--- src/rtl/reset_sequencer.sv ---
// Power-on / soft-reset sequencer: holds core and peripheral resets low after power-up,
// then releases core first and peripheral STAGGER cycles later.
module reset_sequencer #(
    parameter int HOLD_CYCLES = 16,
    parameter int STAGGER     = 4,
    parameter int FILTER      = 3
) (
    input  logic       clock,
    input  logic       reset,
    input  logic       power,
    input  logic       sw_reset_req,
    output logic       reset_n_core,
    output logic       reset_n_periph,
    output logic       ready,
    output logic [1:0] seq_state
);

    localparam int MAXC = (HOLD_CYCLES > STAGGER) ? HOLD_CYCLES : STAGGER;
    localparam int CW   = $clog2(MAXC) + 1;
    localparam int FW   = $clog2(FILTER + 1);

    localparam logic [CW-1:0] HOLD_LAST = CW'(HOLD_CYCLES - 1);
    localparam logic [CW-1:0] STAG_LAST = CW'(STAGGER - 1);
    localparam logic [FW-1:0] FILT_MAX  = FW'(FILTER);

    typedef enum logic [1:0] {
        OFF      = 2'd0,
        HOLD     = 2'd1,
        REL_CORE = 2'd2,
        RUN      = 2'd3
    } state_t;

    state_t        state, state_nx;
    logic [CW-1:0] cnt, cnt_nx;
    logic [FW-1:0] filt, filt_nx;
    logic          accept;
    logic          core_nx, periph_nx, ready_nx;

    // accept fires on the sample that completes FILTER consecutive highs, and keeps
    // firing while the request stays high because filt saturates
    always_comb begin
        filt_nx = '0;
        accept  = 1'b0;
        if (sw_reset_req) begin
            accept  = ({1'b0, filt} + (FW + 1)'(1)) >= (FW + 1)'(FILTER);
            filt_nx = (filt == FILT_MAX) ? filt : filt + FW'(1);
        end
    end

    always_comb begin
        state_nx = state;
        cnt_nx   = '0;
        if (!power) begin
            state_nx = OFF;
        end else begin
            case (state)
                OFF: state_nx = HOLD;
                HOLD: begin
                    if (accept)                state_nx = HOLD;
                    else if (cnt == HOLD_LAST) state_nx = REL_CORE;
                    else                       cnt_nx   = cnt + CW'(1);
                end
                REL_CORE: begin
                    if (accept)                state_nx = HOLD;
                    else if (cnt == STAG_LAST) state_nx = RUN;
                    else                       cnt_nx   = cnt + CW'(1);
                end
                RUN: if (accept) state_nx = HOLD;
                default: state_nx = OFF;
            endcase
        end
        // outputs are decoded from the next state so they register on the same edge
        core_nx   = (state_nx == REL_CORE) || (state_nx == RUN);
        periph_nx = (state_nx == RUN);
        ready_nx  = (state_nx == RUN);
    end

    always_ff @(posedge clock) begin
        if (reset) begin
            state          <= OFF;
            cnt            <= '0;
            filt           <= '0;
            reset_n_core   <= 1'b0;
            reset_n_periph <= 1'b0;
            ready          <= 1'b0;
        end else begin
            state          <= state_nx;
            cnt            <= cnt_nx;
            filt           <= filt_nx;
            reset_n_core   <= core_nx;
            reset_n_periph <= periph_nx;
            ready          <= ready_nx;
        end
    end

    assign seq_state = state;

endmodule

--- config.mk ---
export PLATFORM = sky130hd
export DESIGN_NAME = reset_sequencer
export DESIGN_NICKNAME = d
export VERILOG_FILES = /design/src/rtl/reset_sequencer.sv
export SDC_FILE = /design/constraint.sdc
export NUM_CORES = 1
export LEC_CHECK = 0
export ABC_CLOCK_PERIOD_IN_PS = 2500
export CAP_MARGIN = 40
export CORE_ASPECT_RATIO = 0.7
export CORE_MARGIN = 2
export CORE_UTILIZATION = 30
export DETAILED_ROUTE_END_ITERATION = 8
export PLACE_DENSITY = 0.55
export SLEW_MARGIN = 20
export SYNTH_ARGS = -nofsm -noshare
export SYNTH_HDL_FRONTEND = slang
export SYNTH_SLANG_ARGS = --single-unit
--- constraint.sdc ---
create_clock -name clock -period 2.5 [get_ports clock]
set_input_delay 0.5 -clock clock [delete_from_list [all_inputs] [get_ports clock]]
set_output_delay 0.5 -clock clock [all_outputs]
set_load 0.01 [all_outputs]
==> results of run 1 <==
flip-flops by register name (all words and copies together), names as in the netlist:
signal and count:
ready 1, seq_state 2, reset_n_core 1, cnt 5, filt 2
how the worst min path moves through the flow:
stage | endpoint | cells past startpoint | slack (ns) | from
floorplan | cnt[0]$_SDFF_PP0_ | 1 | 0.43 | cnt[0]$_SDFF_PP0_
global placement | cnt[0]$_SDFF_PP0_ | 1 | 0.46 | cnt[0]$_SDFF_PP0_
detailed placement | cnt[0]$_SDFF_PP0_ | 1 | 0.46 | cnt[0]$_SDFF_PP0_
CTS | cnt[0]$_SDFF_PP0_ | 1 | 0.47 | cnt[0]$_SDFF_PP0_
global route | cnt[0]$_SDFF_PP0_ | 1 | 0.49 | cnt[0]$_SDFF_PP0_
finish | cnt[0]$_SDFF_PP0_ | 1 | 0.47 | cnt[0]$_SDFF_PP0_
worst reg2reg max path, cell delays in order (launching register included):
cell	delay, ns
dfxtp_1	0.45
inv_1	0.10
ha_1	0.32
a211o_1	0.33
a211oi_1	0.27
a21boi_0	0.13
cell usage after synthesis:
cell      count  share of area [%]
a21boi_0      1                1.2
or3_1         1                1.0
nand2b_1      1                1.0
buf_4         1                1.2
a211o_1       1                1.4
nand4b_1      1                1.4
or4b_4        1                2.2
dfxtp_1      11                 35
o21ai_0       2                1.6
inv_1         5                3.0
nor4b_1       1                1.4
nor2_1        6                3.6
nor3_1        3                2.4
nand2_1       2                1.2
a21oi_4       1                2.6
nor2b_1       2                2.0
nand3b_1      1                1.2
a21oi_1       2                1.6
xor2_1        2                2.8
a211oi_1      2                2.4
ha_1         11                 22
a221oi_1      1                1.4
nand3_1       3                2.4
xnor2_1       1                1.4
o221a_2       1                1.8
metrics by stage:
| stage | setup slack (ns) | total power, mW | util [%] | hold slack [ns] |
|---|---|---|---|---|
| after detailed placement | 0.783 | 0.211 | 37.9 | 0.457 |
| after global placement | 0.757 | 0.211 | 37.9 | 0.461 |
| final | 0.695 | 0.332 | 39.3 | 0.467 |
| after CTS | 0.684 | 0.341 | 39.3 | 0.468 |
| after floorplan | 0.890 | 0.200 | - | 0.431 |
| after global routing | 0.616 | 0.355 | 39.3 | 0.490 |
layer usage:
metal / GRT usage, % / up-vias / part of all wire (%)
li1: - / 248 / -
met1: 12.8 / 220 / 47
met2: 18.0 / 12 / 44
met3: 3.70 / 4 / 5.8
met4: 5.58 / 0 / 2.6
met5: 0 / - / 0
cells by family after synthesis:
logic type | count (synthesis) | synth area share [%]
DFF | 11 | 35.4
adders and majority gates | 11 | 22.1
and+or+nand+nor | 22 | 19.9
buffers and inverters | 6 | 4.23
AOI/OAI and AO/OA | 11 | 14.1
xor gates and xnor gates | 3 | 4.23
where the power goes:
part | switching (mW) | internal [mW]
logic | 0.0121 | 0.0137
clock network | 0.0632 | 0.0619
registers | 0.00375 | 0.178
total | 0.0790 | 0.253
area by class of cell:
type	count	area (um2)	share of cell area (%)
multi-input cells	47	375	50.2
clock buffers	4	26.3	3.51
well taps	22	27.5	3.68
flip-flops and latches	11	220	29.4
inverters	5	18.8	2.51
repair buffers	8	80.1	10.7
==> reports/results.tsv, run 1 <==
metric	value	unit
max_cap_viol_count	0	
postLayoutCellArea	748	um2
clkLatencyLatePin	0.27	ns
ff2ff_path_depth	5	
setup.worst_path.start_class	flip-flop	
post_cts_buffers	0	
cp.arrival	1.31	ns
syn-mean-instance-area	9.72	um2
r2r-end	seq_state[0]$_SDFF_PP0_	
power_density	444	nW/um2
num_vias	484	
period_minus_slack	1.81	ns
cts_resized	0	
r2r_start	seq_state[0]$_SDFF_PP0_	
tightest_slew	0.454	ns
grt_usage	11.1	%
placed_cell_area	722	um2
r2r_slack	0.78	ns
viasPerCell	4.99	
endpoint	seq_state[1]	
ctsHoldBuffers	0	
ant_nets	0	
cp.depth	1	
post-place-cells	93	
drive_above_1_share	8.00	%
synth_cell_type_count	25	
cts_max_level	1	
status	finished clean	
grt_overflow_total	0	
seq_area_frac_synth	35.4	%
syn_nets	79	
critPathMaxStageDelay	0.58	ns
setup_violations	0	
finalMaxSlewViolations	0	
drt_iter0_drc	7	
root_buffer	clkbuf_4	
die-height	42.1	um
grt_pass1_wl	2010	um
critical-path-slowest-cell	clkdlybuf4s50_1	
yosysWarnings	0	
ys_ff_latch	11	
io_buffers	8	
cp_top_family	buffers and inverters	
final.fill_count	204	
clkTransAtPathRegs	0.07	ns
drt_first_pass_iters	4	
antenna_found_initial	0	
gp_congestion	0.813	
layout.cells.non_filler	97	
end_kind	output port	
core_area	1900	um2
cts_buffers	3	
cts_sinks	11	
start_util	32.7	%
max-slew-margin-rel	69.7	%
drc	0	
crit_start	seq_state[1]$_SDFF_PP0_	
cts_tree	done	
timing.final.crit_share	72.2	%
syn_to_final_growth	20.3	%
finalWirelength	1110	um
wl_per_cell	11.4	um
grt_max_degree	9	
die_area	2460	um2
worstPathCellList	clkdlybuf4s50_1	
cp.required	2.00	ns
die_w	58.4	um
fmax	554	MHz
clk_path_buf_depth	2	
fin_skew	0.00466	ns
finalNetCount	91	
crit_type	flip-flop to output port	
grt_pass1_vias	474	
hp-class	flip-flop to flip-flop	
rsz0062_at_grt	false	
path_max_fanout	6	
hold_viol	0	
cp_num_buf_inv	1	
synthesis.instances	64	
netlist_area	622	um2
tns	0	ns
rows	13	
io_pins	9	
antenna_cells	0	
dpl.hpwl	883	um
p_leak	0.308	nW
final_cell_mix	11 x ha_1, 11 x dfxtp_1, 8 x clkdlybuf4s50_1, 6 x nor2_1, 5 x inv_1	
max-vdd-ir-drop	0.226	mV
Note: power is estimated with default switching activity, not from simulation.
==> run 2: changes to the inputs <==
ABC_CLOCK_PERIOD_IN_PS = 1700   (was 2500)
clock period = 1.7 ns   (was 2.5 ns; I/O delays follow)
==> run 2 against run 1 <==
First-iteration DRC count increased by 29%. Global-route usage increased by 0.82 points. Clock skew decreased by 0.0037 ns. Combinational power increased by 71%.
==> reports/results.tsv, run 2 (same netlist as run 1, synthesis figures left out) <==
metric	value	unit	change
status	finished clean		unchanged
max-vdd-ir-drop	0.337	mV	was 0.226 mV
hp-class	flip-flop to flip-flop		unchanged
clk_path_buf_depth	2		unchanged
tns	0	ns	unchanged
ant_nets	0		unchanged
grt_pass1_vias	495		was 474
setup.worst_path.start_class	flip-flop		unchanged
path_max_fanout	5		was 6
ff2ff_path_depth	7		was 5
wl_per_cell	11.8	um	was 11.4 um
cts_tree	done		unchanged
critPathMaxStageDelay	0.53	ns	was 0.58 ns
gp_congestion	0.803		was 0.813
grtUsageMet3	4.01	%	was 3.70%
r2r_start	cnt[0]$_SDFF_PP0_		was seq_state[0]$_SDFF_PP0_
finalWirelength	1190	um	was 1110 um
worstPathCellList	buf_4 > clkdlybuf4s50_1		was clkdlybuf4s50_1
fin_skew	0.000969	ns	was 0.00466 ns
postLayoutCellArea	788	um2	was 748 um2
max-slew-margin-rel	63.9	%	was 69.7%
final_cell_mix	11 x ha_1, 10 x dfxtp_1, 8 x clkdlybuf4s50_1, 6 x nor2_1, 5 x inv_1		was 11 x ha_1, 11 x dfxtp_1, 8 x clkdlybuf4s50_1, 6 x nor2_1, 5 x inv_1
p_leak	0.333	nW	was 0.308 nW
fmax	604	MHz	
antenna_cells	0		unchanged
drt_iter0_drc	9		was 7
critical-path-slowest-cell	clkdlybuf4s50_1		unchanged
finalNetCount	95		was 91
cts_max_level	1		unchanged
num_vias	481		was 484
r2r-end	seq_state[0]$_SDFF_PP0_		unchanged
cp.required	1.36	ns	was 2.00 ns
power_density	619	nW/um2	was 444 nW/um2
cts_sinks	11		unchanged
hold_viol	0		unchanged
largest_register	cnt		unchanged
io_pins	9		unchanged
rsz0062_at_grt	true		was false
grt_pass1_wl	2190	um	was 2010 um
dpl.hpwl	934	um	was 883 um
core_area	1900	um2	unchanged
die_w	58.4	um	unchanged
syn_to_final_growth	26.8	%	was 20.3%
grt_usage	11.9	%	was 11.1%
globalRouteMet1Util	15.2	%	was 12.8%
placed_cell_area	752	um2	was 722 um2
tightest_slew	0.534	ns	was 0.454 ns
drc	0		unchanged
crit_start	seq_state[0]$_SDFF_PP0_		was seq_state[1]$_SDFF_PP0_
start_util	32.7	%	unchanged
clkTransAtPathRegs	0.07	ns	about the same
io_buffers	8		unchanged
setup_violations	0		unchanged
crit_type	flip-flop to output port		unchanged
r2r_slack	0.16	ns	was 0.78 ns
finalMaxSlewViolations	0		unchanged
final_common_cell	ha_1		
cts_buffers	3		unchanged
die_area	2460	um2	unchanged
root_buffer	clkbuf_4		unchanged
rows	13		unchanged
busiest_layer	met2		unchanged
grt_max_degree	7		was 9
max_cap_viol_count	0		unchanged
endpoint	seq_state[0]		was seq_state[1]
largest_reg_flops	5		unchanged
viasPerCell	4.76		was 4.99
period_minus_slack	1.66	ns	
clkLatencyLatePin	0.27	ns	about the same
drt_first_pass_iters	4		unchanged
grt_overflow_total	0		unchanged
end_kind	output port		unchanged
timing.final.crit_share	97.4	%	
antenna_found_initial	0		unchanged
globalRouteMet2Util	17.1	%	was 18.0%
cp.arrival	1.32	ns	was 1.31 ns
drive_above_1_share	16.5	%	was 8.00%
die-height	42.1	um	unchanged
-- run 2: cell types whose count changed in the layout (fill, tap and decap cells not counted), sizes merged --
| cell | change |
|---|---|
| buf | +4 |
-- run 2: final cells by class --
| type | count | area (um2) |
|---|---|---|
| multi-input cells | 47 | 384 |
| flip-flops and latches | 11 | 221 |
| clock buffers | 4 | 26.3 |
| well taps | 22 | 27.5 |
| inverters | 5 | 18.8 |
| fillers | 204 | 1110 |
| repair buffers | 12 | 110 |
-- run 2: worst max-delay path: cells and delay by family (launching register included) --
family | cells | cell delay [ns]
buffers and inverters | 2 | 0.68
DFF | 1 | 0.37
-- run 2: how the worst min path moves through the flow --
stage / startpoint / to / depth (start not counted)
4_1_cts: cnt[0]$_SDFF_PP0_ / cnt[0]$_SDFF_PP0_ / 1
2_1_floorplan: cnt[0]$_SDFF_PP0_ / cnt[0]$_SDFF_PP0_ / 1
3_5_place_dp: cnt[0]$_SDFF_PP0_ / cnt[0]$_SDFF_PP0_ / 1
5_1_grt: cnt[0]$_SDFF_PP0_ / cnt[0]$_SDFF_PP0_ / 1
6_report: cnt[0]$_SDFF_PP0_ / cnt[0]$_SDFF_PP0_ / 1
3_3_place_gp: cnt[0]$_SDFF_PP0_ / cnt[0]$_SDFF_PP0_ / 1
-- run 2: repair_timing --
action	CTS	global route
setup endpoints to repair	0	6
endpoints found under the hold margin	0	0
gates resized for setup	0	3
setup buffers	0	0
hold buffers	0	0
-- run 2: per-layer routing --
metal  share of wire, %  wire length, um
met1                 51              606
met2                 42              496
met3                5.5               65
met4                1.9               23
met5                  0                0
-- run 2: stage by stage --
step | setup slack, ns | hold WS, ns | util [%] | power [mW] | cells
4_1_cts | 0.00944 | 0.466 | 40.9 | 0.497 | 101
3_3_place_gp | 0.139 | 0.445 | 39.5 | 0.314 | 97
2_1_floorplan | 0.0904 | 0.431 | - | 0.295 | 64
5_1_grt | -0.0116 | 0.491 | 41.4 | 0.518 | 101
6_report | 0.0449 | 0.463 | 41.4 | 0.488 | 101
3_5_place_dp | 0.129 | 0.455 | 39.5 | 0.315 | 97
-- run 2: power breakdown --
group	switching, mW	internal (mW)	total (mW)	leakage (nW)
clock network	0.0873	0.0910	0.178	0.0150
logic	0.0201	0.0239	0.0440	0.228
registers	0.00413	0.261	0.266	0.0896
==> run 3: changes to the inputs <==
ABC_AREA = 1   (was unset)
CTS_CLUSTER_SIZE = 14   (was unset)
==> run 3 against run 2 <==
Sequential share of layout area rose by 0.78 points. Critical path depth fell by 1. Worst hold slack got worse by 0.021 ns. Critical endpoint is now seq_state[1]. Area after synthesis rose by 2.8%. Cell count rose by 13%. Clock skew rose by 0.0065 ns. Wire length fell by 4.4%. Critical path type unchanged. Flip-flop and latch count did not move. Highest routed layer unchanged. Fmax rose by 1.8%. Total power fell by 0.93%. Non-clock buffer count fell by 4.
==> reports/results.tsv, run 3 <==
metric	value	unit	change
status	finished clean		unchanged
grt_max_degree	7		unchanged
path_max_fanout	5		unchanged
syn_nets	96		was 79
cp.required	1.36	ns	about the same
ant_nets	0		unchanged
antenna_found_initial	0		unchanged
clkTransAtPathRegs	0.07	ns	about the same
globalRouteMet2Util	14.0	%	was 17.1%
syn_to_final_growth	20.0	%	was 26.8%
synthesis.instances	81		was 64
tightest_slew	0.213	ns	was 0.534 ns
viasPerCell	4.32		was 4.76
timing.final.crit_share	95.6	%	was 97.4%
fin_skew	0.00752	ns	was 0.000969 ns
syn-mean-instance-area	7.89	um2	was 9.72 um2
cp.arrival	1.29	ns	was 1.32 ns
synth-edff-count	0		unchanged
drt_first_pass_iters	4		unchanged
finalMaxSlewViolations	0		unchanged
cts_tree	done		unchanged
drc	0		unchanged
cp_top_family	buffers and inverters		unchanged
rsz0062_at_grt	false		was true
clk_path_buf_depth	2		unchanged
clkPwrFrac	36.6	%	was 36.5%
async_flop_share	0	%	unchanged
rows	13		unchanged
synth_cell_type_count	22		was 25
setup.worst_path.start_class	flip-flop		unchanged
power_density	630	nW/um2	was 619 nW/um2
grtUsageMet3	5.25	%	was 4.01%
seq_area_frac_synth	34.4	%	was 35.4%
gp_congestion	0.902		was 0.803
pwr-share-seq	55.3	%	was 54.4%
grt_usage	10.5	%	was 11.9%
die_w	59.2	um	was 58.4 um
finalNetCount	108		was 95
num_vias	493		was 481
period_minus_slack	1.63	ns	was 1.66 ns
yosys.area.top_type	dfxtp_1		unchanged
cp_num_buf_inv	1		was 2
yosysWarnings	0		unchanged
post_cts_buffers	0		unchanged
synth_top_cell_area_share	34.4	%	was 35.4%
final_cell_mix	14 x nor2_1, 11 x inv_1, 11 x ha_1, 10 x dfxtp_1, 9 x nand2_1		was 11 x ha_1, 10 x dfxtp_1, 8 x clkdlybuf4s50_1, 6 x nor2_1, 5 x inv_1
ys.flop_type	dfxtp_1		unchanged
grt_pass1_wl	1900	um	was 2190 um
clkLatencyLatePin	0.27	ns	about the same
yosysMostFrequentCell	nor2_1		
end_kind	output port		unchanged
die-height	42.6	um	was 42.1 um
swShare	23.2	%	was 22.9%
synth_area_leaders	dfxtp_1 34%, ha_1 22%, nor2_1 8.2%, inv_1 6.5%, nand2_1 5.3%		was dfxtp_1 35%, ha_1 22%, nor2_1 3.6%, inv_1 3.0%, xor2_1 2.8%
fmax	615	MHz	was 604 MHz
synth_common_cells	14 x nor2_1, 11 x dfxtp_1, 11 x ha_1, 11 x inv_1, 9 x nand2_1		was 11 x dfxtp_1, 11 x ha_1, 6 x nor2_1
internal-power	371	uW	was 376 uW
globalRouteMet1Util	13.5	%	was 15.2%
finalWirelength	1140	um	was 1190 um
switching_power	112	uW	about the same
start_util	33.0	%	was 32.7%
critPathMaxStageDelay	0.58	ns	was 0.53 ns
final.fill_count	201		was 204
ys_ff_latch	11		unchanged
max_cap_viol_count	0		unchanged
hold_viol	0		unchanged
final_common_cell	nor2_1		was ha_1
dpl.hpwl	838	um	was 934 um
cts_sinks	11		unchanged
cts_buffers	3		unchanged
grt_pass1_vias	448		was 495
tns	0	ns	unchanged
power_frac_comb	8.2	%	was 9.0%
io_buffers	8		unchanged
largest_reg_flops	5		unchanged
setup_violations	0		unchanged
max-vdd-ir-drop	0.238	mV	was 0.337 mV
drive_above_1_share	14.1	%	was 16.5%
critical-path-slowest-cell	clkdlybuf4s50_1		unchanged
io_pins	9		unchanged
p_leak	0.342	nW	was 0.333 nW
hp-class	flip-flop to flip-flop		unchanged
cts_max_level	1		unchanged
busiest_layer	met2		unchanged
grt_overflow_total	0		unchanged
largest_register	cnt		unchanged
die_area	2520	um2	was 2460 um2
root_buffer	clkbuf_4		unchanged
worstPathCellList	clkdlybuf4s50_1		was buf_4 > clkdlybuf4s50_1
crit_type	flip-flop to output port		unchanged
wl_per_cell	9.99	um	was 11.8 um
finalPower	483	uW	was 488 uW
netlist_area	639	um2	was 622 um2
drt_iter0_drc	16		was 9
max-slew-margin-rel	85.8	%	was 63.9%
antenna_cells	0		unchanged
core_area	1940	um2	was 1900 um2
[run 3: changes by cell type after synthesis, sizes merged, moves of 2 or more]
cell	change
nor2	+9
nand2	+9
nor2b	-2
nor3	-2
o21ai	+3
nand3	+2
inv	+9
[run 3: metrics by stage]
| stage | area (um2) | instances | util (%) | worst slack (ns) | hold WS, ns |
|---|---|---|---|---|---|
| 4_1_cts | 766 | 114 | 39.6 | 0.0507 | 0.449 |
| 6_report | 767 | 114 | 39.6 | 0.0748 | 0.442 |
| 3_5_place_dp | 739 | 110 | 38.2 | 0.209 | 0.439 |
| 2_1_floorplan | 639 | 81 | - | 0.338 | 0.412 |
| 5_1_grt | 767 | 114 | 39.6 | 0.00974 | 0.462 |
| 3_3_place_gp | 739 | 110 | 38.2 | 0.215 | 0.433 |
[run 3: logic make-up (layout without fill, tap and decap cells)]
group / after synthesis / after routing / synth area share (%)
AND/OR/NAND/NOR: 33 / 33 / 22.9
buffers and inverters: 15 / 26 / 9.39
adder cells (fa/ha/maj): 11 / 11 / 21.5
flip-flops: 11 / 11 / 34.4
AO/OA/AOI/OAI: 9 / 9 / 9.00
XOR/XNOR: 2 / 2 / 2.74
[run 3: final cells by class]
| cell class | count | area [um2] | share of cell area (%) |
|---|---|---|---|
| clock buffer | 4 | 26.3 | 3.43 |
| inverter | 14 | 52.6 | 6.85 |
| multi-input combinational | 55 | 359 | 46.8 |
| sequential | 11 | 221 | 28.9 |
| tap | 22 | 27.5 | 3.59 |
| timing repair buffer | 8 | 80.1 | 10.4 |
[run 3: final timing paths]
kind                                               from           endpoint  slack [ns]  cells after the start
worst max register to register        cnt[0]$_SDFF_PP0_   ready$_SDFF_PP0_        0.18                     11
worst min register to register        cnt[0]$_SDFF_PP0_  cnt[0]$_SDFF_PP0_        0.44                      1
worst max-delay path            seq_state[1]$_SDFF_PP0_       seq_state[1]        0.07                      1
worst min-delay path                  cnt[0]$_SDFF_PP0_  cnt[0]$_SDFF_PP0_        0.44                      1
[run 3: layer usage]
layer	share of wire (%)	routed length (um)	vias to the layer above
li1	-	-	271
met4	2.2	25	0
met1	52	592	210
met5	0	0	-
met2	40	458	10
met3	5.5	63	2
[run 3: timing repair]
item | CTS | global route
hold buffers | 0 | 0
gates resized for setup | 0 | 1
setup endpoints to repair | 0 | 1
[run 3: power by group through the flow]
| stage | logic, mW | registers, mW | clock network (mW) |
|---|---|---|---|
| 2_1_floorplan | 0.0223 | 0.272 | 0 |
| 3_3_place_gp | 0.0389 | 0.273 | 0 |
| 3_5_place_dp | 0.0389 | 0.273 | 0 |
| 4_1_cts | 0.0394 | 0.266 | 0.185 |
| 5_1_grt | 0.0452 | 0.268 | 0.198 |
| 6_report | 0.0395 | 0.267 | 0.177 |
